File: config.mk
export PLATFORM = sky130hd
export DESIGN_NAME = pipelined_addsub_flat
export DESIGN_NICKNAME = d
export VERILOG_FILES = /design/src/rtl/pipelined_addsub_if.sv /design/src/rtl/pipelined_addsub.sv /design/src/flat_wrapper.sv
export SDC_FILE = /design/constraint.sdc
export NUM_CORES = 1
export LEC_CHECK = 0
export CORE_ASPECT_RATIO = 1.75
export CORE_MARGIN = 8
export CORE_UTILIZATION = 51
export CTS_CLUSTER_DIAMETER = 50
export DETAILED_ROUTE_END_ITERATION = 7
export PLACE_DENSITY = 0.71
export SYNTH_ARGS = -nofsm -noshare
export SYNTH_HDL_FRONTEND = slang
export SYNTH_SLANG_ARGS = --single-unit
export TNS_END_PERCENT = 1
File: constraint.sdc
create_clock -name clk_i -period 8.58 [get_ports clk_i]
set_input_delay 2.145 -clock clk_i [delete_from_list [all_inputs] [get_ports clk_i]]
set_output_delay 2.145 -clock clk_i [all_outputs]
set_load 0.005 [all_outputs]
File: src/rtl/pipelined_addsub_if.sv
// Operand/result handshake bundle for pipelined_addsub.
// The slave side is the adder; the master side is whoever feeds it and drains it.
interface pipelined_addsub_if #(
  parameter int WIDTH = 32
) ();
  logic             valid_i;
  logic             ready_o;
  logic [WIDTH-1:0] a_i;
  logic [WIDTH-1:0] b_i;
  logic             cin_i;
  logic             sub_i;
  logic             valid_o;
  logic             ready_i;
  logic [WIDTH-1:0] out_o;
  logic             cout_o;
  logic             ovf_o;

  modport slave (
    input  valid_i, a_i, b_i, cin_i, sub_i, ready_i,
    output ready_o, valid_o, out_o, cout_o, ovf_o
  );

  modport master (
    output valid_i, a_i, b_i, cin_i, sub_i, ready_i,
    input  ready_o, valid_o, out_o, cout_o, ovf_o
  );
endinterface

File: src/rtl/pipelined_addsub.sv
// Carry-chunked pipelined adder/subtractor: one CHUNK-bit slice resolved per stage,
// carry ripples one slice per cycle, one operation per clock with global backpressure.
module pipelined_addsub #(
  parameter int WIDTH = 32,
  parameter int CHUNK = 8
) (
  input  logic              clk_i,
  input  logic              rst_i,
  pipelined_addsub_if.slave bus
);
  localparam int NUM_CHUNKS = (CHUNK > 0) ? WIDTH / CHUNK : 1;

  if (CHUNK < 1 || CHUNK > WIDTH || (WIDTH % CHUNK) != 0) begin : g_bad_params
    $error("pipelined_addsub: WIDTH must be a positive multiple of CHUNK");
  end

  // Per-stage registers. Operand bits above the current slice form the input skew;
  // result bits below it form the output de-skew. Unread bits are left to synthesis.
  logic [WIDTH-1:0]      a_q   [NUM_CHUNKS];
  logic [WIDTH-1:0]      b_q   [NUM_CHUNKS];
  logic [WIDTH-1:0]      sum_q [NUM_CHUNKS];
  logic [NUM_CHUNKS-1:0] c_q;
  logic [NUM_CHUNKS-1:0] sub_q;
  logic [NUM_CHUNKS-1:0] vld_q;
  logic                  ovf_q;

  logic [WIDTH-1:0]      a_in   [NUM_CHUNKS];
  logic [WIDTH-1:0]      b_in   [NUM_CHUNKS];
  logic [WIDTH-1:0]      sum_in [NUM_CHUNKS];
  logic [WIDTH-1:0]      sum_nx [NUM_CHUNKS];
  logic [NUM_CHUNKS-1:0] c_in;
  logic [NUM_CHUNKS-1:0] sub_in;
  logic [NUM_CHUNKS-1:0] vld_in;
  logic [NUM_CHUNKS-1:0] c_nx;
  logic [CHUNK:0]        slice;
  logic                  ovf_nx;
  logic                  adv;

  assign adv         = bus.ready_i | ~vld_q[NUM_CHUNKS-1];
  assign bus.ready_o = adv;
  assign bus.valid_o = vld_q[NUM_CHUNKS-1];
  assign bus.out_o   = sum_q[NUM_CHUNKS-1];
  assign bus.cout_o  = sub_q[NUM_CHUNKS-1] ^ c_q[NUM_CHUNKS-1];
  assign bus.ovf_o   = ovf_q;

  // Subtraction is folded into stage 0 as a + ~b + ~cin, so every later stage is a plain add.
  always_comb begin
    c_in   = '0;
    sub_in = '0;
    vld_in = '0;
    c_nx   = '0;
    slice  = '0;
    ovf_nx = 1'b0;

    a_in[0]   = bus.a_i;
    b_in[0]   = bus.sub_i ? ~bus.b_i : bus.b_i;
    sum_in[0] = '0;
    c_in[0]   = bus.sub_i ^ bus.cin_i;
    sub_in[0] = bus.sub_i;
    vld_in[0] = bus.valid_i;
    for (int j = 1; j < NUM_CHUNKS; j++) begin
      a_in[j]   = a_q[j-1];
      b_in[j]   = b_q[j-1];
      sum_in[j] = sum_q[j-1];
      c_in[j]   = c_q[j-1];
      sub_in[j] = sub_q[j-1];
      vld_in[j] = vld_q[j-1];
    end

    for (int j = 0; j < NUM_CHUNKS; j++) begin
      slice = {1'b0, a_in[j][j*CHUNK +: CHUNK]}
            + {1'b0, b_in[j][j*CHUNK +: CHUNK]}
            + {{CHUNK{1'b0}}, c_in[j]};
      c_nx[j]                     = slice[CHUNK];
      sum_nx[j]                   = sum_in[j];
      sum_nx[j][j*CHUNK +: CHUNK] = slice[CHUNK-1:0];
      // Same-sign operands producing a different-sign result is exactly carry-in(MSB) ^ carry-out(MSB).
      if (j == NUM_CHUNKS - 1) begin
        ovf_nx = (a_in[j][WIDTH-1] == b_in[j][WIDTH-1]) && (slice[CHUNK-1] != a_in[j][WIDTH-1]);
      end
    end
  end

  // All stages share one advance enable, so a stalled output freezes the whole pipe.
  always_ff @(posedge clk_i or posedge rst_i) begin
    if (rst_i) begin
      for (int j = 0; j < NUM_CHUNKS; j++) begin
        a_q[j]   <= '0;
        b_q[j]   <= '0;
        sum_q[j] <= '0;
      end
      c_q   <= '0;
      sub_q <= '0;
      vld_q <= '0;
      ovf_q <= 1'b0;
    end else if (adv) begin
      for (int j = 0; j < NUM_CHUNKS; j++) begin
        a_q[j]   <= a_in[j];
        b_q[j]   <= b_in[j];
        sum_q[j] <= sum_nx[j];
      end
      c_q   <= c_nx;
      sub_q <= sub_in;
      vld_q <= vld_in;
      ovf_q <= ovf_nx;
    end
  end
endmodule

File: src/flat_wrapper.sv
// flat-port wrapper written by rule: the top's interface ports become plain ports
module pipelined_addsub_flat 
#(
  parameter int WIDTH = 32,
  parameter int CHUNK = 8
)
  (clk_i, rst_i, bus_valid_i, bus_a_i, bus_b_i, bus_cin_i, bus_sub_i, bus_ready_i, bus_ready_o, bus_valid_o, bus_out_o, bus_cout_o, bus_ovf_o);
  pipelined_addsub_if #(.WIDTH(WIDTH)) bus_i ();
  input  logic clk_i;
  input  logic rst_i;
  input wire logic [$bits(bus_i.valid_i)-1:0] bus_valid_i;
  input wire logic [$bits(bus_i.a_i)-1:0] bus_a_i;
  input wire logic [$bits(bus_i.b_i)-1:0] bus_b_i;
  input wire logic [$bits(bus_i.cin_i)-1:0] bus_cin_i;
  input wire logic [$bits(bus_i.sub_i)-1:0] bus_sub_i;
  input wire logic [$bits(bus_i.ready_i)-1:0] bus_ready_i;
  output wire logic [$bits(bus_i.ready_o)-1:0] bus_ready_o;
  output wire logic [$bits(bus_i.valid_o)-1:0] bus_valid_o;
  output wire logic [$bits(bus_i.out_o)-1:0] bus_out_o;
  output wire logic [$bits(bus_i.cout_o)-1:0] bus_cout_o;
  output wire logic [$bits(bus_i.ovf_o)-1:0] bus_ovf_o;
  assign bus_i.valid_i = bus_valid_i;
  assign bus_i.a_i = bus_a_i;
  assign bus_i.b_i = bus_b_i;
  assign bus_i.cin_i = bus_cin_i;
  assign bus_i.sub_i = bus_sub_i;
  assign bus_i.ready_i = bus_ready_i;
  assign bus_ready_o = bus_i.ready_o;
  assign bus_valid_o = bus_i.valid_o;
  assign bus_out_o = bus_i.out_o;
  assign bus_cout_o = bus_i.cout_o;
  assign bus_ovf_o = bus_i.ovf_o;
  pipelined_addsub #(.WIDTH(WIDTH), .CHUNK(CHUNK)) u_core (.clk_i(clk_i), .rst_i(rst_i), .bus(bus_i));
endmodule
==> results by group <==
Status
  • Status: finished, final reports clean

STA
  • Max-slew violations: 0
  • Part of the cycle the worst path needs: 70.6%
  • Final setup fails: 0
  • Final WS setup: 2.52 ns
  • Worst slew pin tran: 0.967 ns
  • Unrepaired setup endpoints after global routing: no
  • Final Hold Viols: 0
  • Timing-limited maximum frequency: 165 MHz
  • Skew final: 0.00970 ns
  • Worst slew margin: 35.5%
  • Final min period: 6.06 ns
  • Setup TNS: 0 ns

Clock tree
  • Clock slew at reported path FFs: 0.07 ns
  • Clk buf depth: 2
  • Hold Buf Count CTS: 0
  • Number of post-CTS setup repair buffers: 0
  • Clk sinks: 189
  • CTS H-tree depth: 4
  • Post-cts resize count: 0
  • Cts bufs inserted: 17
  • Worst-Skew Late Latency: 0.43 ns
  • CTS tree: built
  • CTS Root Cell: clkbuf_16

Routing
  • Detail Route Antenna Nets: 0
  • Routed wire per std cell: 13.0 um
  • Vias: 6022
  • Router iterations before antenna repair: 4
  • Final Routed Wirelength: 16300 um
  • DR vias/cell: 4.82
  • Initial DRC count: 284
  • Number of remaining DRC errors: 0

Placed design
  • Pre-CTS WS: 2.48 ns
  • GP Congestion: 0.793
  • I/O Buffers: 105
  • Dpl hpwl: 10600 um

GRT
  • Total gr overflow: 0
  • Initial antenna violation count: 0
  • First-pass GRT wire length: 28200 um
  • Gr usage total: 16.4%
  • Number of global-route vias before repair: 5927
  • Largest net degree at the start of global routing: 221

Logic synthesis
  • Mean area per synthesized cell: 9.11 um^2
  • Synth Instances: 931
  • Register area share after synthesis: 55.8%
  • Synth unique cells: 36
  • Syn Nets: 1037
  • Yosys warns: 0
  • Synthesized cell area: 0.00848 mm^2
  • #FFs+latches synth: 189

Floorplan
  • Initial Util: 51.8%
  • Die W: 113 um
  • Die Footprint: 0.0212 mm^2
  • Core area: 0.0164 mm^2
  • Die Ht: 187 um
  • Rows: 62
  • # IOs: 106

Worst setup path
  • Worst Setup End Kind: primary output
  • Worst reg2reg setup slack: 6.14 ns
  • R2r startpoint: u_core.c_q[2]
  • Worst Path Class, Setup: in -> out
  • Worst Path Required: 6.44 ns
  • FF-to-FF End: u_core.bus.out_o[30]
  • Crit-path max FO: 81
  • CP Launch Type: primary input
  • Worst r2r path cells: 7
  • Arrival @ worst endpoint: 3.91 ns

Finish
  • Synth-to-layout area growth: 20.5%
  • # fillers: 1418
  • Layout cell share with drive strength beyond 1: 3.90%
  • # diodes: 0
  • Final #Nets: 1119

Hold path
  • Hold crit path type: reg -> reg
  • Hold Crit Start: u_core.bus.out_o[13]
  • Worst hold path depth: 2
  • Hold Path End: u_core.bus.out_o[13]

Pwr
  • P per Cell Area: 351 mW/mm^2
  • Clk pwr share: 21.1%
  • Switching share of total power: 35.5%
  • Logic pwr share: 36.8%
  • Maximum vdd drop: 0.300 mV
  • Sequential share of power: 42.1%
  • Internal power: 2.31 mW
  • Leakage power: 4.97 nW
  • Net switching power: 1.27 mW

Job
  • Max-cap violations: 0
sequential cells by signal, indices dropped and copies added (netlist names):
signal and cells:
u_core.b_in 48, u_core.sum_in 48, u_core.bus.ovf_o 1, u_core.bus.out_o 32
u_core.vld_q 4, u_core.c_q 4, u_core.a_in 48, u_core.sub_q 4
placed cells by master, fill, tap and decap left out, types with 11 or more instances in the layout:
cell type and n:
nor2_1 17, xnor2_1 26, ha_1 28, a21oi_1 20, xor2_1 25, inv_1 11
clkbuf_16 17, nand2_1 442, dfrtp_1 189, clkdlybuf4s50_1 104, o21ai_0 56
metal layers:
layer | wire length, um | track usage (%)
met1 | 7060 | 19.5
met3 | 539 | 3.20
met2 | 8370 | 28.0
met5 | 0 | 0
met4 | 311 | 7.01
synth_stat cells:
cell type | number | area [um^2]
nand2b_1 | 4 | 25.0
o31ai_1 | 3 | 22.5
inv_2 | 1 | 3.75
inv_1 | 12 | 45.0
nor2_1 | 17 | 63.8
a211o_1 | 1 | 8.76
o311a_1 | 1 | 10.0
o21a_1 | 2 | 15.0
o211ai_1 | 3 | 22.5
a21boi_0 | 1 | 7.51
a21o_1 | 7 | 52.6
nand2_1 | 442 | 1660
nand3_1 | 1 | 5.00
dfrtp_1 | 189 | 4730
nor2b_1 | 3 | 18.8
xnor2_1 | 26 | 228
clkbuf_1 | 13 | 48.8
a31oi_1 | 3 | 18.8
o31a_1 | 2 | 17.5
xor2_1 | 25 | 219
a211oi_1 | 10 | 75.1
ha_1 | 28 | 350
fa_1 | 8 | 160
or2_2 | 1 | 6.26
o311ai_1 | 1 | 8.76
o21ai_0 | 56 | 280
a41oi_1 | 1 | 8.76
or3_1 | 3 | 18.8
o21ai_1 | 1 | 5.00
buf_2 | 31 | 155
o21bai_1 | 3 | 22.5
nor2b_4 | 1 | 13.8
nor3_1 | 8 | 40.0
nor3b_1 | 1 | 7.51
buf_1 | 2 | 7.51
a21oi_1 | 20 | 100
cells by family (layout without fill, tap and decap cells):
group | after synthesis | after routing | share of synthesized area [%]
and+or+nand+nor | 481 | 481 | 21.9
DFF | 189 | 189 | 55.8
AOI/OAI and AO/OA | 115 | 115 | 7.97
buffers and inverters | 59 | 154 | 3.07
xor gates and xnor gates | 51 | 51 | 5.27
adders and majority gates | 36 | 36 | 6.02
stage by stage:
stage | instance area, um^2 | hold WS, ns | power (mW) | instances | util [%]
after floorplan | 8480 | 0.430 | 2.42 | 931 | -
after global placement | 9660 | 0.448 | 2.82 | 1218 | 59.0
after detailed placement | 9660 | 0.454 | 2.87 | 1218 | 59.0
after CTS | 10200 | 0.470 | 3.64 | 1250 | 62.4
after global routing | 10200 | 0.478 | 3.91 | 1250 | 62.4
final | 10200 | 0.463 | 3.58 | 1250 | 62.4
how the worst max path moves through the flow:
stage | from | endpoint | slack, ns | depth (start not counted)
2_1_floorplan | rst_i | u_core.a_in[24] | 1.29 | 1
3_3_place_gp | bus_ready_i | bus_ready_o | 2.47 | 4
3_5_place_dp | bus_ready_i | bus_ready_o | 2.48 | 4
4_1_cts | bus_ready_i | bus_ready_o | 2.47 | 4
5_1_grt | bus_ready_i | bus_ready_o | 2.41 | 4
6_report | bus_ready_i | bus_ready_o | 2.52 | 4
area by class of cell:
type | count | area (um^2) | area share [%]
inverters | 13 | 58.8 | 0.575
clock inverters | 13 | 131 | 1.29
well taps | 224 | 280 | 2.74
multi-input cells | 683 | 3500 | 34.2
repair buffers | 109 | 1090 | 10.7
clock buffers | 19 | 433 | 4.24
flip-flops and latches | 189 | 4730 | 46.3
power by group through the flow:
stage                     clock network, mW  registers (mW)  logic [mW]
after floorplan                           0            1.48       0.939
after global placement                    0            1.51        1.30
after detailed placement                  0            1.53        1.34
after CTS                             0.777            1.51        1.35
after global routing                  0.814            1.56        1.53
final                                 0.755            1.51        1.32
worst max-delay path, stage by stage:
cell and delay, ns:
clkdlybuf4s50_1 0.51, nor2b_4 0.07, inv_4 0.55, clkdlybuf4s50_1 0.64
(Power assumes the default switching activity.)
